File: src/rtl/apb_mst_bridge.sv
// ============================================================================
// Module  : apb_mst_bridge
// Brief   : Single-outstanding APB4 requester with wait-state timeout and
//           local alignment check, fed by a valid/ready command stream.
// Revision: 1.0
// ============================================================================
`default_nettype none

module apb_mst_bridge #(
    parameter int ADDR_WIDTH     = 32,
    parameter int DATA_WIDTH     = 32,
    parameter int TIMEOUT_CYCLES = 16
) (
    input  logic                      PCLK,
    input  logic                      PRESET,
    output logic                      PRESETn,
    input  logic                      cmd_valid,
    output logic                      cmd_ready,
    input  logic                      cmd_write,
    input  logic [ADDR_WIDTH-1:0]     cmd_addr,
    input  logic [DATA_WIDTH-1:0]     cmd_wdata,
    input  logic [DATA_WIDTH/8-1:0]   cmd_strb,
    output logic                      rsp_valid,
    input  logic                      rsp_ready,
    output logic [DATA_WIDTH-1:0]     rsp_rdata,
    output logic                      rsp_err,
    output logic                      rsp_timeout,
    output logic                      PSEL,
    output logic                      PENABLE,
    output logic [ADDR_WIDTH-1:0]     PADDR,
    output logic                      PWRITE,
    output logic [DATA_WIDTH-1:0]     PWDATA,
    output logic [DATA_WIDTH/8-1:0]   PSTRB,
    input  logic                      PREADY,
    input  logic [DATA_WIDTH-1:0]     PRDATA,
    input  logic                      PSLVERR
);

    localparam int STRB_W = DATA_WIDTH / 8;
    localparam int CNT_W  = (TIMEOUT_CYCLES > 0) ? $clog2(TIMEOUT_CYCLES + 1) : 1;
    localparam logic [ADDR_WIDTH-1:0] ALIGN_MASK = ADDR_WIDTH'(STRB_W - 1);
    localparam logic [CNT_W-1:0]      CNT_MAX    = CNT_W'(TIMEOUT_CYCLES);
    localparam logic [CNT_W-1:0]      CNT_LAST   = CNT_W'(TIMEOUT_CYCLES - 1);
    localparam logic                  TO_EN      = (TIMEOUT_CYCLES > 0);

    typedef enum logic [1:0] {
        ST_IDLE   = 2'd0,
        ST_SETUP  = 2'd1,
        ST_ACCESS = 2'd2,
        ST_RESP   = 2'd3
    } state_t;

    state_t           state_q;
    logic [CNT_W-1:0] wait_q;
    logic [CNT_W-1:0] wait_d;
    logic             misalign_w;
    logic             timeout_w;

    assign PRESETn    = ~PRESET;
    assign cmd_ready  = (state_q == ST_IDLE);
    assign misalign_w = |(cmd_addr & ALIGN_MASK);
    assign wait_d     = (wait_q == CNT_MAX) ? wait_q : wait_q + 1'b1;
    // This wait cycle is the last one allowed; PREADY on the same edge still wins.
    assign timeout_w  = TO_EN && !PREADY && (wait_q == CNT_LAST);

    always_ff @(posedge PCLK or posedge PRESET) begin
        if (PRESET) begin
            state_q     <= ST_IDLE;
            wait_q      <= '0;
            PSEL        <= 1'b0;
            PENABLE     <= 1'b0;
            PADDR       <= '0;
            PWRITE      <= 1'b0;
            PWDATA      <= '0;
            PSTRB       <= '0;
            rsp_valid   <= 1'b0;
            rsp_rdata   <= '0;
            rsp_err     <= 1'b0;
            rsp_timeout <= 1'b0;
        end else begin
            case (state_q)
                ST_IDLE: begin
                    if (cmd_valid) begin
                        if (misalign_w) begin
                            rsp_valid   <= 1'b1;
                            rsp_err     <= 1'b1;
                            rsp_timeout <= 1'b0;
                            rsp_rdata   <= '0;
                            state_q     <= ST_RESP;
                        end else begin
                            PSEL    <= 1'b1;
                            PENABLE <= 1'b0;
                            PADDR   <= cmd_addr;
                            PWRITE  <= cmd_write;
                            PWDATA  <= cmd_write ? cmd_wdata : '0;
                            PSTRB   <= cmd_write ? cmd_strb : '0;
                            wait_q  <= '0;
                            state_q <= ST_SETUP;
                        end
                    end
                end
                ST_SETUP: begin
                    PENABLE <= 1'b1;
                    state_q <= ST_ACCESS;
                end
                ST_ACCESS: begin
                    if (PREADY) begin
                        PSEL        <= 1'b0;
                        PENABLE     <= 1'b0;
                        rsp_valid   <= 1'b1;
                        rsp_err     <= PSLVERR;
                        rsp_timeout <= 1'b0;
                        rsp_rdata   <= PWRITE ? '0 : PRDATA;
                        state_q     <= ST_RESP;
                    end else if (timeout_w) begin
                        PSEL        <= 1'b0;
                        PENABLE     <= 1'b0;
                        rsp_valid   <= 1'b1;
                        rsp_err     <= 1'b1;
                        rsp_timeout <= 1'b1;
                        rsp_rdata   <= '0;
                        state_q     <= ST_RESP;
                    end else begin
                        wait_q <= wait_d;
                    end
                end
                ST_RESP: begin
                    if (rsp_ready) begin
                        rsp_valid <= 1'b0;
                        state_q   <= ST_IDLE;
                    end
                end
                default: state_q <= ST_IDLE;
            endcase
        end
    end

endmodule

`default_nettype wire

File: config.mk
export PLATFORM = sky130hd
export DESIGN_NAME = apb_mst_bridge
export DESIGN_NICKNAME = d
export VERILOG_FILES = /design/src/rtl/apb_mst_bridge.sv
export SDC_FILE = /design/constraint.sdc
export NUM_CORES = 1
export LEC_CHECK = 0
export ABC_CLOCK_PERIOD_IN_PS = 5500
export CORE_MARGIN = 5
export CORE_UTILIZATION = 42
export DETAILED_ROUTE_END_ITERATION = 7
export PLACE_DENSITY = 0.83
export RECOVER_POWER = 50
export SETUP_SLACK_MARGIN = 0.3
export SKIP_CTS_REPAIR_TIMING = 1
export SYNTH_ARGS = -nofsm -noshare
export SYNTH_HDL_FRONTEND = slang
export SYNTH_SLANG_ARGS = --single-unit
File: constraint.sdc
create_clock -name PCLK -period 5.5 [get_ports PCLK]
set_input_delay 1.1 -clock PCLK [delete_from_list [all_inputs] [get_ports PCLK]]
set_output_delay 1.1 -clock PCLK [all_outputs]
set_load 0.05 [all_outputs]
### After elaboration in Yosys (flattened, before gate mapping)

Index checks and enable logic that the tools add are counted.

* add/subtract/negate cells: 1
* equal/unequal tests: 13
* muxes and demuxes: 40
* bitwise gates (word level): 2
* reduce and logical (&&, ||, !) cells: 14

Operators with widths (number)
* $mux W32: 6
* $pmux W32 S2: 1
* $mux W5: 5
* $mux W1: 15
* $ne A2 B2 Y1 const B: 6
* $reduce_and A4 Y1: 3
* $mux W2: 5
* $pmux W5 S2: 1
* $pmux W2 S4: 1
* $pmux W1 S2: 3
* $pmux W1 S3: 2
* $reduce_and A3 Y1: 2
* $reduce_and A6 Y1: 1
* $reduce_bool A3 Y1: 2
* $add A5 B1 Y5 const B: 1
* $eq A5 B4 Y1 const B: 1
* $eq A5 B5 Y1 const B: 1
* $reduce_and A5 Y1: 1
* $eq A2 B2 Y1 const B: 2
* $mux W4: 1
* $ne A3 B3 Y1 const B: 1
* $eq A2 B1 Y1 const B: 1
* $logic_not A2 Y1: 1
* $ne A2 B1 Y1 const B: 1
* other kinds (5): 6

* register bits: 113
* bits of input ports: 107
* output and inout bits: 108

### Depth between registers and ports, before layout

Gate-level depths: netlist of run 1.

* word-level depth: 5
* mapped depth: 9
* depth with buffers taken out: 7

### Least setup slack after synthesis of run 1

No wires, ideal clock.

* path type: input -> output
* start: input PRESET
* end: output PRESETn
* arrival time: 3.708 ns
* required time: 4.400 ns
* setup slack: 0.692 ns
* stages on the path: 1
* path buffers: 0
* cell sequence: inv_1

* longest elaborated chain between the ends: 1

Ends and longest elaborated chain
* start, declared: RTL line 15 `input logic PRESET,`
* $not A1 Y1: RTL line 59 `assign PRESETn = ~PRESET;`
* end, declared: RTL line 16 `output logic PRESETn,`

No other way between the ends.

### Worst setup path after layout of run 1

Same ends and word-level chain as after synthesis.

==> results of run 1 <==
==> state kept, by name, indices dropped and copies added, names as in the netlist, 2 cells and up <==
name	flops
PADDR	32
PSTRB	4
PWDATA	32
rsp_rdata	32
state_q	2
wait_q	5
==> routing by layer <==
| metal | part of all wire [%] | vias up | track usage [%] |
|---|---|---|---|
| li1 | - | 2063 | - |
| met1 | 38 | 2023 | 23.4 |
| met2 | 50 | 169 | 35.0 |
| met3 | 9.1 | 31 | 7.31 |
| met4 | 2.8 | 0 | 9.59 |
| met5 | 0 | - | 0 |
==> power breakdown <==
group	switching (mW)	total [mW]	internal, mW	leakage [nW]
registers	0.177	1.34	1.16	1.49
clock network	0.361	1.03	0.673	0.276
logic	1.76	2.48	0.715	2.08
==> final timing paths <==
| kind | start | endpoint | slack, ps | depth (start not counted) |
|---|---|---|---|---|
| worst min-delay path | PWDATA[23] | PWDATA[23] | 460 | 2 |
| worst max register to register | state_q[1] | wait_q[4] | 2440 | 6 |
| max in group asynchronous | PRESET | PADDR[15] | 2830 | 4 |
| worst min register to register | PWDATA[23] | PWDATA[23] | 460 | 2 |
| min in group asynchronous | PRESET | rsp_rdata[30] | 1460 | 3 |
| worst max-delay path | PRESET | PRESETn | 1830 | 3 |
==> worst max-delay path, stage by stage <==
cell and delay, ps:
dlygate4sd3_1 570, clkinvlp_2 100, clkdlybuf4s50_1 800
==> layout by cell type, fill, tap and decap left out, drive strengths merged, types with 2 or more instances in the layout <==
cell type      count
dfrtp            113
dlygate4sd3       86
ha                 8
nor3b              2
nand2b             2
buf                5
nand3             68
a21oi              2
nand2            235
inv                9
nand3b             2
clkbuf            21
o41ai              2
nor2b              2
bufinv             2
and2b              2
o21ai              6
a22o               2
clkinv             7
clkdlybuf4s50    128
nor3               3
clkinvlp           3
mux2i              2
nor2               5
==> metrics by stage <==
step / cell area, µm² / instances / hold WS, ps / power [mW] / util (%)
4_1_cts: 7470 / 872 / 466 / 5.00 / 68.3
5_1_grt: 7470 / 872 / 479 / 5.11 / 68.3
3_3_place_gp: 6910 / 840 / 449 / 3.88 / 63.2
2_1_floorplan: 4710 / 511 / 478 / 3.08 / -
3_5_place_dp: 6910 / 840 / 454 / 3.95 / 63.2
6_report: 7470 / 872 / 455 / 4.85 / 68.3
==> cell families (layout without fill, tap and decap cells) <==
logic type,Yosys count,in the layout,synth area share [%]
multiplexers,3,3,0.663
AND/OR/NAND/NOR,327,327,29.8
AO/OA/AOI/OAI,20,20,3.08
flip-flops,113,113,60.0
adder cells (fa/ha/maj),8,8,2.12
buffers and inverters,40,261,4.35
==> cell type report <==
cell class / count / area [µm²]
Sequential cell: 113 / 2830
Multi-Input combinational cell: 358 / 1680
Tap cell: 140 / 175
Fill cell: 884 / 3470
Timing Repair Buffer: 219 / 2180
Clock inverter: 11 / 114
Inverter: 10 / 38.8
Clock buffer: 21 / 450
==> impl_metrics.json, run 1 <==
{
  "cp_max_fo": 2,
  "hpwl_um": 9890,
  "netlist_area_um2": 4710,
  "ys_ff_latch": 113,
  "track_usage_pct": 20.7,
  "io_buffer_count": 214,
  "antenna_found_initial": 0,
  "synthTopCellsByCount": "235 x nand2_1, 113 x dfrtp_1, 68 x nand3_1, 15 x clkbuf_1, 11 x buf_2",
  "drcViolationCount": 0,
  "slew_headroom_pct": 1.02,
  "post_drt_wl_per_cell_um": 15.7,
  "critPathLaunchType": "primary input",
  "grt_overflow_total": 0,
  "drive_gt1_share_pct": 5.87,
  "start_util_pct": 43.1,
  "wl_um": 13700,
  "synth_nets": 626,
  "grt_start_max_net_pins": 59,
  "first_global_vias": 4489,
  "vias": 4286,
  "tightest_slew_ps": 1480,
  "insertion_delay_ps": 400,
  "dr.pass1.iters": 4,
  "synth.avg_cell_area_um2": 9.23,
  "final-hold-violation-count": 0,
  "power_density_nw_per_um2": 650,
  "cp.arrival_ps": 2570,
  "crit_type": "in -> out",
  "dp_slack_ps": 1940,
  "ys_seq_area_share_pct": 60.0,
  "ir_drop_mv": 0.374,
  "fin_tns_setup_ps": 0,
  "end_kind": "output port",
  "clk_pin_slew_ps": 50,
  "finalWorstSetupSlack_ps": 1830,
  "fmax_mhz": 273,
  "synth_edf_count": 0,
  "die_y_um": 116,
  "ios": 215,
  "synth_ff_type": "dfrtp_1",
  "place.gp.congestion": 0.813,
  "die_width_um": 116,
  "die_area_um2": 13400,
  "synth_top_cell_area_share_pct": 60.0,
  "synthTopCellsByArea": "dfrtp_1 60%, nand2_1 19%, nand3_1 7.2%, ha_1 2.1%, clkbuf_1 1.2%",
  "grt_pass1_wl_um": 21800,
  "cts_max_level": 4,
  "min_period_ps": 3670,
  "rsz0062_at_grt": "no",
  "synthMostInstantiatedCell": "nand2_1",
  "hold_class": "reg -> reg",
  "core_area_um2": 10900,
  "finalSetupViolCount": 0,
  "cap_violations": 0,
  "n_antenna_cell": 0,
  "via_per_inst": 4.92,
  "yosys_warnings": 0,
  "leakagePower_nw": 3.85,
  "ys_types": 39,
  "clockRootBuffer": "clkbuf_16",
  "yosys.area.top_type": "dfrtp_1",
  "drtIter0Drc": 316,
  "cts_buffer_depth": 2,
  "finalCritPeriodShare_pct": 66.7,
  "drv_slew": 0,
  "areaGrowthSynthToFinish_pct": 58.4,
  "cts_sinks": 113,
  "numCtsBuffers": 17,
  "postRouteAntennaNets": 0,
  "required_ps": 4400,
  "skew_ps": 5.90,
  "outcome": "completed",
  "placementRows": 38,
  "syn_inst": 511,
  "fin_nets": 834,
  "cts_tree": "yes",
  "ys_async_sr_fraction_pct": 100
}
(Power assumes the default switching activity.)
==> run 2: changes to the inputs <==
--- a/config.mk
+++ b/config.mk
@@ -5,7 +5,7 @@
 export SDC_FILE = /design/constraint.sdc
 export NUM_CORES = 1
 export LEC_CHECK = 0
-export ABC_CLOCK_PERIOD_IN_PS = 5500
+export ABC_CLOCK_PERIOD_IN_PS = 3500
 export CORE_MARGIN = 5
 export CORE_UTILIZATION = 42
 export DETAILED_ROUTE_END_ITERATION = 7
==> constraint.sdc (replaced) <==
create_clock -name PCLK -period 3.5 [get_ports PCLK]
set_input_delay 0.7 -clock PCLK [delete_from_list [all_inputs] [get_ports PCLK]]
set_output_delay 0.7 -clock PCLK [all_outputs]
set_load 0.05 [all_outputs]
==> run 2 against run 1 <==
The run now ends with max-capacitance violations, max-slew violations left. Routed wire length increased by 2.2%. Clock power increased by 69%. Via count increased by 1.1%. Total power increased by 61%. Worst setup slack got worse by 1200 ps. Highest routed layer unchanged.
==> impl_metrics.json, run 2 (synthesis gave the netlist of run 1 again) <==
{
  "ios": 215,
  "cts_sinks": 113,
  "end_kind": "output port",
  "finalCritPeriodShare_pct": 81.3,
  "cts_max_level": 4,
  "placementRows": 38,
  "grt_overflow_total": 0,
  "die_y_um": 116,
  "critPathLaunchType": "primary input",
  "fmax_mhz": 351,
  "dr.pass1.iters": 4,
  "areaGrowthSynthToFinish_pct": 59.9,
  "rsz0062_at_grt": "no",
  "insertion_delay_ps": 400,
  "wl_met2_um": 6920,
  "drv_slew": 64,
  "skew_ps": 6.02,
  "fin_util_pct": 68.9,
  "slew_headroom_pct": -4.02,
  "wl_met1_um": 5280,
  "core_area_um2": 10900,
  "track_usage_pct": 21.0,
  "pwr-share-clk_pct": 22.3,
  "clk_pin_slew_ps": 50,
  "antenna_found_initial": 0,
  "fin_tns_setup_ps": 0,
  "p_seq_share_pct": 27.0,
  "io_buffer_count": 214,
  "top_layer_used": "met4",
  "ir_drop_mv": 0.594,
  "postRouteAntennaNets": 0,
  "layout_common_cells": "235 x nand2_1, 149 x clkdlybuf4s50_1, 113 x dfrtp_1, 68 x nand3_1, 65 x dlygate4sd3_1",
  "die_area_um2": 13400,
  "cpMaxStageDelayCell": "clkdlybuf4s50_1",
  "p_total_mw": 7.79,
  "wl_um": 14000,
  "power_frac_comb_pct": 50.7,
  "required_ps": 2800,
  "hpwl_um": 10000,
  "slowest_delay_ps": 790,
  "grt_pass1_wl_um": 21900,
  "clockRootBuffer": "clkbuf_16",
  "cp_cell_sequence": "dlygate4sd3_1 > clkinvlp_4 > clkdlybuf4s50_1",
  "dr_wl_met3_um": 1280,
  "whs_ps": 455,
  "drive_gt1_share_pct": 6.52,
  "p_sw_mw": 3.66,
  "reg_top3": "PADDR: 32 flops, PWDATA: 32 flops, rsp_rdata: 32 flops",
  "final_cell_count_no_fill": 876,
  "fin_nets": 838,
  "power_density_nw_per_um2": 1030,
  "start_util_pct": 43.1,
  "place_inst": 844,
  "n_antenna_cell": 0,
  "vias": 4333,
  "place.gp.congestion": 0.818,
  "leakagePower_nw": 3.83,
  "final-hold-violation-count": 0,
  "cp_max_fo": 2,
  "swShare_pct": 47.0,
  "tightest_slew_ps": 1560,
  "post_drt_wl_per_cell_um": 16.0,
  "finalSetupViolCount": 0,
  "die_width_um": 116,
  "cts_buffer_depth": 2,
  "drcViolationCount": 0,
  "cap_violations": 1,
  "outcome": "finished, violations left",
  "violations": "max-capacitance violations, max-slew violations",
  "hold_class": "reg -> reg",
  "first_global_vias": 4469,
  "numCtsBuffers": 17,
  "min_period_ps": 2850,
  "p_int_mw": 4.12,
  "grt_start_max_net_pins": 64,
  "drtIter0Drc": 358,
  "via_per_inst": 4.95,
  "cp.arrival_ps": 2150,
  "cts_tree": "yes",
  "fillers": 874,
  "crit_type": "in -> out",
  "layout_commonest_cell": "nand2_1"
}
[run 2: cell types whose count changed in the layout (fill, tap and decap cells not counted), moves of 2 or more]
cell,change
clkbuf_1,-3
clkbuf_2,+2
clkdlybuf4s50_1,+21
clkinv_2,-2
clkinvlp_4,+5
dlygate4sd3_1,-21
[run 2: layer usage]
layer  up-vias  global-route usage, %
li1       2065                      -
met1      2041                   24.4
met2       187                   34.9
met3        40                   6.53
met4         0                   10.8
met5         -                      0
[run 2: layout make-up]
class,count,area [µm²],area share [%]
clock buffers,18,439,5.83
flip-flops and latches,113,2830,37.5
well taps,140,175,2.32
repair buffers,223,2220,29.4
multi-input cells,358,1670,22.2
clock inverters,14,164,2.17
inverters,10,41.3,0.548
[run 2: power by group through the flow]
stage                     registers (mW)  clock network [mW]  logic, mW
after floorplan                     3.86                   0      0.979
after global placement              2.10                   0       4.01
after detailed placement            2.14                   0       4.10
after CTS                           2.12                1.76       4.11
after global routing                2.18                1.83       4.17
final                               2.10                1.74       3.95
[run 2: path summary, 6_finish.rpt]
kind	cells past startpoint	slack (ps)	start	end
max	3	650	PRESET	PRESETn
min in group asynchronous	3	1360	PRESET	PADDR[8]
min	2	450	rsp_rdata[18]	rsp_rdata[18]
max in group asynchronous	4	720	PRESET	rsp_rdata[28]
max reg2reg	8	750	wait_q[0]	rsp_rdata[11]
min reg2reg	2	450	rsp_rdata[18]	rsp_rdata[18]
[run 2: worst max-delay path, delay by kind of cell]
family                 cells  cell delay (ps)
buffers and inverters      3             1440
[run 2: stage by stage]
step           area [µm²]  setup slack (ps)
3_5_place_dp         6950               776
4_1_cts              7560               664
6_report             7540               655
3_3_place_gp         6950               772
2_1_floorplan        4720               551
5_1_grt              7540               295
